<file path="src/rtl/free_block_pool.sv">
// rtl/free_block_pool.sv - circular pool of erased block IDs, self-filled after reset
// Optional duplicate-push detection is enabled by defining FREE_POOL_DUP_CHECK_EN.
module free_block_pool #(
    parameter int BLK_W  = 8,
    parameter int DEPTH  = 16,
    parameter int LOW_WM = 4,
    localparam int CNT_W = $clog2(DEPTH + 1)
) (
    input  logic             CLK,
    input  logic             RST,
    input  logic             push_en,
    input  logic [BLK_W-1:0] push_blk,
    input  logic             pop_en,
    output logic [BLK_W-1:0] pop_blk,
    output logic             pop_valid,
    output logic [BLK_W-1:0] recover_blk,
    output logic             fifo_recover_en,
    output logic             ready,
    output logic [CNT_W-1:0] count,
    output logic             low_water,
    output logic             overflow_err,
    output logic             underflow_err,
    output logic             dup_err
);
    localparam int PTR_W = $clog2(DEPTH);
    localparam logic [CNT_W-1:0] DEPTH_C  = CNT_W'(DEPTH);
    localparam logic [CNT_W-1:0] LOW_WM_C = CNT_W'(LOW_WM);

    typedef enum logic {INIT, RUN} state_t;

    state_t           state;
    logic [BLK_W-1:0] mem [DEPTH];
    logic [PTR_W-1:0] wr_ptr;
    logic [PTR_W-1:0] rd_ptr;
    logic [PTR_W-1:0] init_idx;
    logic [BLK_W-1:0] head_blk;
    logic             running;
    logic             pop_ok;
    logic             room;
    logic             dup_hit;
    logic             push_ok;

    assign head_blk = mem[rd_ptr];
    assign running  = (state == RUN);
    assign pop_ok   = running && pop_en && (count != '0);
    // A full pool still takes a push when a pop frees the head slot on the same edge.
    assign room     = (count != DEPTH_C) || pop_ok;
    assign push_ok  = running && push_en && !dup_hit && room;

`ifdef FREE_POOL_DUP_CHECK_EN
    logic [DEPTH-1:0] bitmap;
    logic [DEPTH-1:0] bitmap_nxt;
    logic             in_range;
    logic             self_pop;
    logic             dup_err_q;

    assign in_range = 32'(push_blk) < DEPTH;
    // Popping the same ID this cycle frees its membership before the push is judged.
    assign self_pop = pop_ok && (head_blk == push_blk);
    assign dup_hit  = !in_range || (bitmap[push_blk[PTR_W-1:0]] && !self_pop);
    assign dup_err  = dup_err_q;

    always_comb begin
        bitmap_nxt = bitmap;
        if (state == INIT) begin
            bitmap_nxt[init_idx] = 1'b1;
        end else begin
            if (pop_ok)
                bitmap_nxt[head_blk[PTR_W-1:0]] = 1'b0;
            if (push_ok)
                bitmap_nxt[push_blk[PTR_W-1:0]] = 1'b1;
        end
    end

    always_ff @(posedge CLK or posedge RST) begin
        if (RST) begin
            bitmap    <= '0;
            dup_err_q <= 1'b0;
        end else begin
            bitmap <= bitmap_nxt;
            if (running && push_en && dup_hit)
                dup_err_q <= 1'b1;
        end
    end
`else
    assign dup_hit = 1'b0;
    assign dup_err = 1'b0;
`endif

    // Storage is not reset; INIT rewrites every slot before it becomes visible.
    always_ff @(posedge CLK) begin
        if (state == INIT)
            mem[init_idx] <= BLK_W'(init_idx);
        else if (push_ok)
            mem[wr_ptr] <= push_blk;
    end

    always_ff @(posedge CLK or posedge RST) begin
        if (RST) begin
            state           <= INIT;
            wr_ptr          <= '0;
            rd_ptr          <= '0;
            init_idx        <= '0;
            count           <= '0;
            ready           <= 1'b0;
            recover_blk     <= '0;
            fifo_recover_en <= 1'b0;
            overflow_err    <= 1'b0;
            underflow_err   <= 1'b0;
        end else begin
            case (state)
                INIT: begin
                    fifo_recover_en <= 1'b0;
                    wr_ptr          <= wr_ptr + 1'b1;
                    init_idx        <= init_idx + 1'b1;
                    count           <= count + 1'b1;
                    if (init_idx == PTR_W'(DEPTH - 1)) begin
                        state <= RUN;
                        ready <= 1'b1;
                    end
                end
                RUN: begin
                    fifo_recover_en <= push_ok;
                    if (push_ok) begin
                        recover_blk <= push_blk;
                        wr_ptr      <= wr_ptr + 1'b1;
                    end
                    if (pop_ok)
                        rd_ptr <= rd_ptr + 1'b1;
                    count <= count + CNT_W'(push_ok) - CNT_W'(pop_ok);
                    if (push_en && !dup_hit && !room)
                        overflow_err <= 1'b1;
                    if (pop_en && (count == '0))
                        underflow_err <= 1'b1;
                end
                default: state <= INIT;
            endcase
        end
    end

    assign pop_blk   = ready ? head_blk : '0;
    assign pop_valid = ready && (count != '0);
    assign low_water = ready && (count <= LOW_WM_C);

endmodule

</file>
<file path="config.mk">
export PLATFORM = sky130hd
export DESIGN_NAME = free_block_pool
export DESIGN_NICKNAME = d
export VERILOG_FILES = /design/src/rtl/free_block_pool.sv
export SDC_FILE = /design/constraint.sdc
export NUM_CORES = 1
export LEC_CHECK = 0
export CAP_MARGIN = 10
export CORE_UTILIZATION = 53
export CTS_CLUSTER_DIAMETER = 100
export CTS_CLUSTER_SIZE = 14
export DETAILED_ROUTE_END_ITERATION = 7
export GPL_ROUTABILITY_DRIVEN = 0
export GPL_TIMING_DRIVEN = 0
export PLACE_DENSITY_LB_ADDON = 0.3
export SYNTH_ARGS = -nofsm -noshare
export SYNTH_HDL_FRONTEND = slang
export SYNTH_SLANG_ARGS = --single-unit
</file>
<file path="constraint.sdc">
create_clock -name CLK -period 2.68 [get_ports CLK]
set_input_delay 0.67 -clock CLK [delete_from_list [all_inputs] [get_ports CLK]]
set_output_delay 0.67 -clock CLK [all_outputs]
set_load 0.1 [all_outputs]
</file>
Word level (Yosys, flattened, before mapping)

Memory sizes are Yosys's and may differ from the RTL's.
Cells that the tools add are included.

$add $sub $neg: 6
Order comparisons: 1
Eq/ne operators: 3
Multiplexer cells: 14
Bitwise logic cells: 1
Reduce and logical (&&, ||, !) cells: 18

Operators by type and width:

| operator              | number |
|---|---|
| $mux W8               | 2 |
| $add A4 B1 Y4 const B | 3 |
| $pmux W5 S2           | 1 |
| $reduce_and A2 Y1     | 5 |
| $logic_and A1 B1 Y1   | 8 |
| $mux W4               | 2 |
| $pmux W4 S2           | 1 |
| $reduce_or A8 Y1      | 1 |
| $mux W1               | 7 |
| $add A5 B1 Y5         | 1 |
| $add A5 B1 Y5 const B | 1 |
| $le A5 B3 Y1 const B  | 1 |
| $logic_not A5 Y1      | 1 |
| $ne A5 B5 Y1 const B  | 1 |
| $reduce_bool A5 Y1    | 1 |
| $sub A5 B1 Y5         | 1 |
| $eq A4 B4 Y1 const B  | 1 |
| $ne A2 B1 Y1 const B  | 1 |
| $pmux W1 S2           | 1 |
| $logic_not A1 Y1      | 1 |
| $logic_or A1 B1 Y1    | 1 |
| $not A1 Y1            | 1 |

Register bits after elaboration: 30
Memory bits (writable): 128
Bits of input ports: 12
Output and inout port bits: 28
Word-level logic and storage cells: 54
Memories kept: 1

Memories:

| memory | depth | width | rd ports | clocked after memory_dff | write ports | line | source |
|---|---|---|---|---|---|---|---|
| mem    | 16    | 8     | 1        | 0                        | 1           | 32   | `logic [BLK_W-1:0] mem [DEPTH];` |

Logic depth before layout (Yosys ltp)

Depth in word-level cells: 9
Mapped depth: 15
Depth with buffers taken out: 13

Worst setup path after synthesis

OpenSTA, ideal clock, no wires.

Path kind: reg-to-output
Start point: reg ready
End point: out pop_blk[5]
Data arrival time: 3.621 ns
Data required time: 2.010 ns
Slack: -1.611 ns
Stages on the path, launching flop included: 3
Path buffers: 0
Cell sequence: dfrtp_1 nand2_1 o31ai_1

Cells in the longest elaborated chain, start to end: 1

Ends and longest elaborated chain:

| item                   | line | source |
|---|---|---|
| start, declared        | 18   | `output logic ready,` |
| start signal, assigned | 105  | `ready <= 1'b0;` |
| start signal, assigned | 119  | `ready <= 1'b1;` |
| $mux W8                | 141  | `assign pop_blk = ready ? head_blk : '0;` |
| end, declared          | 14   | `output logic [BLK_W-1:0] pop_blk,` |

No other way between the ends.

Worst setup path in the final report

Start point: reg rd_ptr[0]
End point: out pop_blk[3]

Cells in the longest elaborated chain, start to end: 2

Ends and longest elaborated chain:

| item                   | line | source |
|---|---|---|
| start, declared        | 34   | `logic [PTR_W-1:0] rd_ptr;` |
| start signal, assigned | 129  | `rd_ptr <= rd_ptr + 1'b1;` |
| $mem_v2 Z16 W8         | n/a  |  |
| $mux W8                | 141  |  |

No other way between the ends.

==> flow_summary.ini <==
[detailed_routing]
wirelength_mm = 14.9
vias_per_cell = 5.77
drc = 0
drt-pass1-iter-count = 5
drtIter0Drc = 335
routedWlPerCell_microns = 21.4
vias = 4030
ant_nets = 0

[layout]
areaGrowthSynthToFinish_pct = 26.5
final_nets = 545
multiInputGateArea_sq_mm = 0.00217
fillers = 827
antennaDiodeCount = 0
drive_gt1_frac = 0.258
post-route-util = 0.699
seq_area_sq_mm = 0.00461

[power_and_ir_drop]
finalPower_uw = 11000
power_frac_comb = 0.500
pwr-share-clk = 0.211
switching_share = 0.418
leakagePower_uw = 0.00329
ir_worst_vdd_mv = 1.14
switchingPower_uw = 4620
power_frac_seq = 0.289
power_density_mw_per_mm2 = 1290
internal_power_uw = 6430

[sta]
fin_crit_ns = 2.85
fin_worst_skew_ns = 0.00663
rsz0062_at_grt = true
fin_crit_sh = 1.06
max_slew_margin = 0.334
slew_viol_final = 0
timing.final.ws_setup_ns = -0.171
tightest_slew_ns = 0.995
max_freq_mhz = 351
hold_viol_final = 0
setup_violations = 8

[worst_setup_path]
slowest_stage = mux4_1
r2r_start = count[3]
cp_max_fo = 6
cp_cell_sequence = buf_12 > mux4_1 > nand2b_1 > nand3_1 > o21ai_4 > buf_12
critical_path.max_stage_delay_ns = 0.57
crit_buf_inv = 2
worst_setup_path_start_kind = flip-flop
cp-end-kind = primary output
r2r_slack_ns = 0.10
required_ns = 2.01
reg2reg_to = count[4]
arrival_ns = 2.18
worstSetupPathType = flip-flop to primary output
reg2reg_depth = 15
path_common_cell = buf_12
crit_family = multiplexers

[cts]
clk_path_buf_depth = 2
htree_levels = 4
cts_num_sinks = 158
holdBufCountCts = 0
tritoncts = built
path_clk_slew_ns = 0.07
cts_made_buffers = 17
cts-root-buf = clkbuf_16
insertion_delay_ns = 0.43

[job]
cap_violations = 0

[yosys]
synth-simple-area-share = 0.0658
ys_ff_latch = 158
yosysMostFrequentCell = edfxtp_1
synth.yosys.seq_area_share = 0.681
yosysTopAreaCell = edfxtp_1
synth_xor_area_frac = 0.0169
yosysTopAreaCellShare = 0.570
synth-main-ff-cell = edfxtp_1
synth_area_leaders = edfxtp_1, dfrtp_1, mux2i_1
ys_warn_count = 0
synthAdderAreaFrac = 0.0308
ys_types = 43
netlist_area_sq_mm = 0.00675
synthTopCellsByCount = edfxtp_1, mux2i_1, nand2_1
syn-num-nets = 465
synth_edf_count = 128
syn_inst = 437
synth_area_per_cell_sq_um = 15.4
async_reset_ff_frac = 0.190
synthMuxAreaShare = 0.116
synth_compound_area_frac = 0.0597
synth_top_family_by_area = multiplexers

[outcome]
status = finished with violations
violations = negative setup slack

[placed_design]
post-place-ws_ns = -0.735
port-buffer-count = 38
post-dp-hpwl_mm = 9.17

[floorplan]
chipHeight_microns = 115
dieArea_sq_mm = 0.0132
die_x_microns = 115
initial_core_util = 0.552
io-pin-count = 40
core-area_sq_mm = 0.0122
rows = 40

[global_routing]
grt_pass1_wl_mm = 22.8
grt_max_degree = 31
gr-usage-all-layers = 0.245
first_global_vias = 4068
antenna_found_initial = 0
grt_overflow_total = 0

[hold_path]
holdPathStages = 1
hold_path.class = flip-flop to flip-flop
hold_start = recover_blk[4]
min_to = recover_blk[4]
-- registers in the layout, indices dropped and copies added, names as in the netlist --
name             count
recover_blk          8
underflow_err        1
running              1
init_idx             4
overflow_err         1
ready                1
rd_ptr               4
count                5
fifo_recover_en      1
wr_ptr               4
mem                128
-- per-stage QoR --
step	hold WS [ns]	cells	instance area (sq um)	setup TNS (ns)
after global placement	0.458	643	7540	-72.44
after CTS	0.487	683	8330	-1.43
after global routing	0.497	698	8540	-1.62
after floorplan	0.485	437	6950	-0.0450
after detailed placement	0.463	644	7550	-63.56
final	0.478	698	8540	-1.01
-- routing by layer --
| layer | vias to the layer above | GRT usage | wire (microns) |
|---|---|---|---|
| li1 | 1801 | - | - |
| met1 | 2060 | 0.318 | 6360 |
| met2 | 147 | 0.418 | 7500 |
| met3 | 22 | 0.0554 | 864 |
| met4 | 0 | 0.0693 | 210 |
| met5 | - | 0 | 0 |
-- cells in the final DEF (no fill, tap or decap), types with 3 or more instances in the layout --
master and n:
a21o_1 5, a22oi_1 21, a31o_2 3, a32oi_1 4, and2_1 6, buf_12 14
buf_2 6, buf_4 20, clkbuf_16 20, clkbuf_2 4, clkdlybuf4s50_1 21, clkinv_4 4
dfrtp_1 23, dfrtp_2 3, dfrtp_4 4, dlygate4sd2_1 6, edfxtp_1 128, ha_1 11
ha_4 4, inv_1 9, inv_4 3, inv_6 9, mux2_2 5, mux2i_1 50
mux4_1 5, mux4_2 4, nand2_1 33, nand2b_1 5, nand2b_4 3, nand3_1 6
nand3_2 4, nor2_1 17, nor2_2 5, nor2b_1 10, o21ai_4 6, xnor2_1 11
-- power by group through the flow --
stage	Clock [uW]	Combinational, uW	Sequential, uW
floorplan	0	3210	3720
global placement	0	4600	3230
detailed placement	0	4680	3250
CTS	2350	5210	3210
global route	2450	5800	3220
finish	2340	5520	3190
-- worst max-delay path by stage --
stage | slack (ns) | endpoint | cells after the start | start
after floorplan | -0.05 | count[4] | 15 | count[2]
after global placement | -0.94 | mem[4][3] | 6 | pop_en
after detailed placement | -0.73 | pop_blk[5] | 8 | rd_ptr[0]
after CTS | -0.24 | pop_blk[6] | 6 | rd_ptr[0]
after global routing | -0.22 | pop_blk[5] | 8 | rd_ptr[0]
final | -0.17 | pop_blk[3] | 6 | rd_ptr[0]
-- area by class of cell --
cell class,instances,area share
well taps,168,0.0246
clock buffers,17,0.0498
multi-input cells,245,0.254
flip-flops and latches,158,0.540
plain buffers,18,0.0221
repair buffers,62,0.0832
clock inverters,15,0.0176
inverters,15,0.00806
-- logic make-up (layout without fill, tap and decap cells) --
family          Yosys count  in the layout
flops                   158            158
simple gates             95             95
mux                      64             64
compound gates           56             56
buf+inv                  34            127
fa+ha+maj                16             16
xor+xnor                 13             13
other cells               1              1
-- what timing repair did --
action / 4_1_cts / 5_1_grt
pin swaps: 9 / 16
buffers inserted: 6 / 13
endpoints found under the setup margin: 64 / 99
gates cloned: 1 / 3
resized for setup: 107 / 11
Power figures use the tool's default switching activity.
